**config.mk**
```make
export PLATFORM = sky130hd
export DESIGN_NAME = pcpi_issue
export DESIGN_NICKNAME = d
export VERILOG_FILES = /design/src/rtl/pcpi_issue.sv
export SDC_FILE = /design/constraint.sdc
export NUM_CORES = 1
export LEC_CHECK = 0
export CORE_MARGIN = 2
export CORE_UTILIZATION = 44
export CTS_BUF_LIST = sky130_fd_sc_hd__clkbuf_2
export DETAILED_ROUTE_END_ITERATION = 12
export PLACE_DENSITY = 0.87
export SLEW_MARGIN = 10
export SYNTH_ARGS = -nofsm -noshare
export SYNTH_HDL_FRONTEND = slang
export SYNTH_SLANG_ARGS = --single-unit
```
**constraint.sdc**
```tcl
create_clock -name clk -period 11 [get_ports clk]
set_input_delay 2.2 -clock clk [delete_from_list [all_inputs] [get_ports clk]]
set_output_delay 2.2 -clock clk [all_outputs]
set_load 0.01 [all_outputs]
```
**src/rtl/pcpi_issue.sv**
```systemverilog
// pcpi_issue: issues one coprocessor instruction at a time onto a PCPI-style
// responder bus and holds a completion record until the core acknowledges it.
//
// Optional feature: define PCPI_ISSUE_TIMEOUT_EN to flag an instruction as
// illegal when the responder neither answers nor asserts pcpi_wait within
// TIMEOUT_CYCLES cycles. Without the macro the issuer waits for pcpi_ready
// indefinitely and done_illinsn is tied low.
//
// Ports:
//   clk, reset                    clock, asynchronous active-high reset
//   issue_valid/issue_ready       core offer handshake (ready only in IDLE)
//   issue_insn/rs1/rs2            offered instruction word and operands
//   pcpi_valid                    instruction presented to the responder
//   pcpi_insn/rs1/rs2             registered instruction word and operands
//   pcpi_wr/rd/wait/ready         responder result and stall indication
//   done_valid                    completion record held for the core
//   done_wr/rd/illinsn            completion record
//   done_ack                      core consumes the completion record
module pcpi_issue #(
  parameter int unsigned TIMEOUT_CYCLES = 16
) (
  input  logic        clk,
  input  logic        reset,
  input  logic        issue_valid,
  output logic        issue_ready,
  input  logic [31:0] issue_insn,
  input  logic [31:0] issue_rs1,
  input  logic [31:0] issue_rs2,
  output logic        pcpi_valid,
  output logic [31:0] pcpi_insn,
  output logic [31:0] pcpi_rs1,
  output logic [31:0] pcpi_rs2,
  input  logic        pcpi_wr,
  input  logic [31:0] pcpi_rd,
  input  logic        pcpi_wait,
  input  logic        pcpi_ready,
  output logic        done_valid,
  output logic        done_wr,
  output logic [31:0] done_rd,
  output logic        done_illinsn,
  input  logic        done_ack
);

  generate
    if (TIMEOUT_CYCLES < 2 || TIMEOUT_CYCLES > 31) begin : g_bad_timeout
      $error("pcpi_issue: TIMEOUT_CYCLES must be in 2..31");
    end
  endgenerate

  typedef enum logic [1:0] {IDLE, ISSUE, DONE} state_t;

  state_t state;

  // Handshake outputs are pure decodes of the state register, so they change
  // only on a clock edge or immediately on reset.
  assign issue_ready = (state == IDLE);
  assign pcpi_valid  = (state == ISSUE);
  assign done_valid  = (state == DONE);

`ifdef PCPI_ISSUE_TIMEOUT_EN
  localparam logic [4:0] TMO_LAST = 5'(TIMEOUT_CYCLES - 1);

  logic [4:0] tmo_cnt;
  logic       wait_seen;
  logic       ill_q;
  logic       wait_now;

  // A wait in the current cycle already suppresses this cycle's count.
  assign wait_now     = wait_seen | pcpi_wait;
  assign done_illinsn = ill_q;
`else
  logic unused_wait;

  assign unused_wait  = pcpi_wait;
  assign done_illinsn = 1'b0;
`endif

  always_ff @(posedge clk or posedge reset) begin
    if (reset) begin
      state     <= IDLE;
      pcpi_insn <= '0;
      pcpi_rs1  <= '0;
      pcpi_rs2  <= '0;
      done_wr   <= 1'b0;
      done_rd   <= '0;
`ifdef PCPI_ISSUE_TIMEOUT_EN
      tmo_cnt   <= '0;
      wait_seen <= 1'b0;
      ill_q     <= 1'b0;
`endif
    end else begin
      unique case (state)
        IDLE: begin
          if (issue_valid) begin
            pcpi_insn <= issue_insn;
            pcpi_rs1  <= issue_rs1;
            pcpi_rs2  <= issue_rs2;
`ifdef PCPI_ISSUE_TIMEOUT_EN
            tmo_cnt   <= '0;
            wait_seen <= 1'b0;
`endif
            state     <= ISSUE;
          end
        end
        ISSUE: begin
          // A response always takes priority over both wait and timeout.
          if (pcpi_ready) begin
            done_wr <= pcpi_wr;
            done_rd <= pcpi_wr ? pcpi_rd : '0;
`ifdef PCPI_ISSUE_TIMEOUT_EN
            ill_q   <= 1'b0;
`endif
            state   <= DONE;
          end
`ifdef PCPI_ISSUE_TIMEOUT_EN
          else begin
            wait_seen <= wait_now;
            if (!wait_now) begin
              if (tmo_cnt == TMO_LAST) begin
                done_wr <= 1'b0;
                done_rd <= '0;
                ill_q   <= 1'b1;
                state   <= DONE;
              end else begin
                tmo_cnt <= tmo_cnt + 5'd1;
              end
            end
          end
`endif
        end
        DONE: begin
          if (done_ack) begin
            state <= IDLE;
          end
        end
        default: state <= IDLE;
      endcase
    end
  end

endmodule

```
* After elaboration in Yosys (flattened, before gate mapping)
Index checks and enable logic that the tools add are counted.
** Word-level totals
- Flip-flop bits (word level) :: 131
- Bits in latches :: 0
- Bits in writable memories :: 0
- Bits in read-only memories :: 0
- Output and inout port bits :: 133
- Memories kept :: 0
** Operators by class
- $add $sub $neg :: 0
- Multiply operators :: 0
- Divide/modulo/power cells :: 0
- $lt $le $gt $ge :: 0
- Eq/ne operators :: 5
- Shift operators :: 0
- Muxes and demuxes :: 5
- Bitwise gates (word level) :: 0
- Reduce and logical (&&, ||, !) cells :: 4
** Operators by type and width (number)
- two-way mux 32 bit :: 1
- two-way mux 2 bit :: 3
- case mux 2 bit (3 select lines) :: 1
- != test 2 x 1 -> 1 bit, second input constant :: 2
- AND reduction 2 bit :: 2
- AND reduction 3 bit :: 1
- equality test 2 x 1 -> 1 bit, second input constant :: 1
- equality test 2 bit, second input constant :: 1
- logical NOT 2 bit :: 1
- != test 2 bit, second input constant :: 1

* Longest topological paths before layout
- Word-level depth :: 3
- Mapped depth :: 4

* Worst setup path after synthesis
No wires, ideal clock.
- Kind :: input to register
- Start point :: input issue_valid
- End point :: register pcpi_rs1[0]
- Library setup time :: 0.127 ns
- Arrival :: 3.114 ns
- Path slack :: 7.758 ns
- Stages on the path :: 4
- Cells stage by stage :: nor3b_2 buf_4 buf_6 mux2_1
** Between the ends
- Cells in the longest elaborated chain, start to end :: 1
** RTL lines
- from (decl) :: RTL line 24 : input logic issue_valid,
- AND reduction 2 bit (no source line)
- to (signal assigned) :: RTL line 96 : pcpi_rs1 <= issue_rs1;
- to (decl) :: RTL line 31 : output logic [31:0] pcpi_rs1,
No other way between the ends.
A chain may end at the register's enable or synchronous reset.

* Worst setup path in the final report
- Start point :: register state[1]
- End point :: output done_valid
** Between the ends
- Cells in the longest elaborated chain, start to end :: 1
** RTL lines
- from (decl) :: RTL line 52 : state_t state;
- from (signal assigned) :: RTL line 80 : state <= IDLE;
- from (signal assigned) :: RTL line 102 : state <= ISSUE;
- from (signal assigned) :: RTL line 113 : state <= DONE;
- equality test 2 bit :: RTL line 58 : assign done_valid = (state == DONE);
- to (decl) :: RTL line 37 : output logic done_valid,
No other way between the ends.

==> run_results.csv <==
group,metric,value,unit
outcome,run_status,"finished, final reports clean",
floorplan,core_area,11400,um^2
cells_and_area,syn2layout_area_growth,56.5,%
global_route,grt_max_degree,91,
placement,postPlaceCellArea,7860,um^2
placement,gp_congestion,0.759,
synthesis,synth_common_cells,"dfrtp_1, mux2_2, mux2_1",
synthesis,ys_warn_count,0,
worst_setup_path,crit_required,8800,ps
worst_setup_path,critPathLaunchType,"register",
global_route,antenna_found_initial,0,
detailed_routing,drcViolationCount,0,
synthesis,synth_area_leaders,"dfrtp_1, mux2_2, mux2_1",
sta,fin_crit,4170,ps
sta,skew,17.1,ps
clock_network,ctsResizeCount,0,
floorplan,dieHeight,112,um
sta,period_share,0.379,
global_route,grtUsageTotal,0.212,
detailed_routing,route.met2.wl,6670,um
detailed_routing,dr_wl_met3,1090,um
detailed_routing,initialDrtViolationCount,106,
sta,final_hold_viol_count,0,
detailed_routing,routed_via_density,4.74,
floorplan,num_rows,39,
detailed_routing,via_count,3675,
job,drv_cap,0,
floorplan,die_w,112,um
floorplan,start_util,0.451,
pwr,power_density,268,nW/um^2
synthesis,synth_area_per_cell,14.5,um^2
sta,fin_hold_ws,503,ps
clock_network,ctsHtreeMaxLevel,4,
clock_network,cts.sinks,131,
clock_network,insertion_delay,680,ps
synthesis,ys_types,17,
sta,setup_tns,0,ps
pwr,total_power,2.15,mW
synthesis,synth_top_flop_cell,"dfrtp_1",
synthesis,syn_area,5130,um^2
floorplan,io_pins,268,
placement,place_ws,6390,ps
sta,rsz0062_at_grt,"false",
synthesis,async_flop_share,1.00,
placement,hpwl,9620,um
pwr,ir_drop,0.224,mV
cells_and_area,stdcell_area,8020,um^2
synthesis,synth_edf_count,0,
sta,max-slew-margin-rel,0.253,
synthesis,ys_seq_area_frac,0.639,
sta,tightest_slew,1120,ps
detailed_routing,top_layer_used,"met4",
synthesis,synth_top_area_cell,"dfrtp_1",
worst_setup_path,critPathCaptureType,"output pin",
synthesis,synth_fp_nets,489,
synthesis,postSynthCellCount,354,
sta,finalSetupViolCount,0,
clock_network,postCtsSetupRepairBufs,0,
worst_setup_path,crit_path_max_fanout,6,
clock_network,cts.path.max_buffers,2,
synthesis,ys_seq_elements,131,
sta,final_max_slew_viol_count,0,
sta,fmax,240,MHz
clock_network,tritoncts,"built",
clock_network,path_clk_slew,160,ps
cells_and_area,antennaDiodeCount,0,
detailed_routing,firstDrtPassIters,4,
clock_network,root_buffer,"clkbuf_2",
cells_and_area,layout.nets,756,
worst_setup_path,critical_path_class,"register to output pin",
detailed_routing,drt-total-wl,12800,um
global_route,grt-ovfl-total,0,
global_route,grt_pass1_wl,20400,um
worst_hold_path,hold_class,"register to register",
clock_network,hold_buffers,0,
detailed_routing,wl_met1,4670,um
floorplan,dieArea,12500,um^2
sta,setup_slack,6830,ps
worst_setup_path,cp.arrival,1970,ps
placement,portBuffers,265,
detailed_routing,drt.antenna.violating_nets,0,
synthesis,synth_top_area_share,0.639,
clock_network,cts_buffers,17,
detailed_routing,route.detailed.wl_per_inst,16.5,um
synthesis,synth_most_common_cell,"dfrtp_1",
cells_and_area,layout-drive-gt1-share,0.138,
pwr,p_leak,3.41,nW
global_route,grt_pass1_vias,4004,
## routing by layer
metal,track usage,up-vias
met5,0,-
met4,0.0976,0
met1,0.222,1777
met3,0.0855,29
li1,-,1702
met2,0.373,167
## registers in the layout, indices dropped and copies added, names as in the netlist
register	count
pcpi_rs1	32
done_wr	1
done_rd	32
pcpi_rs2	32
state	2
pcpi_insn	32
## stage by stage
stage               std cells  utilization
floorplan                 354            -
global placement          745        0.691
detailed placement        745        0.691
CTS                       775        0.706
global route              775        0.706
finish                    775        0.706
## cells by family (layout without fill, tap and decap cells)
group,after synthesis,count (layout),synth area share
AOI/OAI and AO/OA,2,2,0.00293
buffers and inverters,53,331,0.0498
and+or+nand+nor,38,38,0.0315
DFF,131,131,0.639
other,1,1,0.000732
muxes,129,129,0.276
## final timing paths
kind	start	to	slack [ps]	cells past startpoint
worst min register to register	pcpi_rs1[4]	pcpi_rs1[4]	500	1
min in group asynchronous	reset	pcpi_rs2[20]	2010	2
max in group asynchronous	reset	pcpi_rs2[11]	7650	3
worst min-delay path	pcpi_rs1[4]	pcpi_rs1[4]	500	1
worst max-delay path	state[1]	done_valid	6830	2
worst max register to register	state[0]	pcpi_rs1[29]	8580	3
## final cells by class
class / count / area [um^2]
Clock inverter: 10 / 68.8
Clock buffer: 20 / 100
Multi-Input combinational cell: 170 / 1600
Sequential cell: 131 / 3280
Timing Repair Buffer: 267 / 2670
Fill cell: 823 / 3350
Tap cell: 143 / 179
Inverter: 34 / 130
## worst max-delay path, cell delays in order, from the launching register on
cell and delay, ps:
dfrtp_1 490, nor2b_1 240, clkdlybuf4s50_1 570
## where the power goes
group / total [mW] / internal [mW] / switching (mW)
registers: 0.850 / 0.724 / 0.127
logic: 1.07 / 0.661 / 0.410
clock network: 0.233 / 0.0764 / 0.156
total: 2.15 / 1.46 / 0.693
## layout by cell type (no fill, tap or decap), drive strengths merged
cell type / count
nor2: 2
nor2b: 2
nand2: 32
mux2i: 32
nor3b: 1
clkdlybuf4s50: 265
clkinv: 9
conb: 1
inv: 34
dfrtp: 131
and3b: 1
buf: 2
a211oi: 1
mux2: 97
clkbuf: 20
a21o: 1
bufinv: 1
Power figures use the tool's default switching activity.
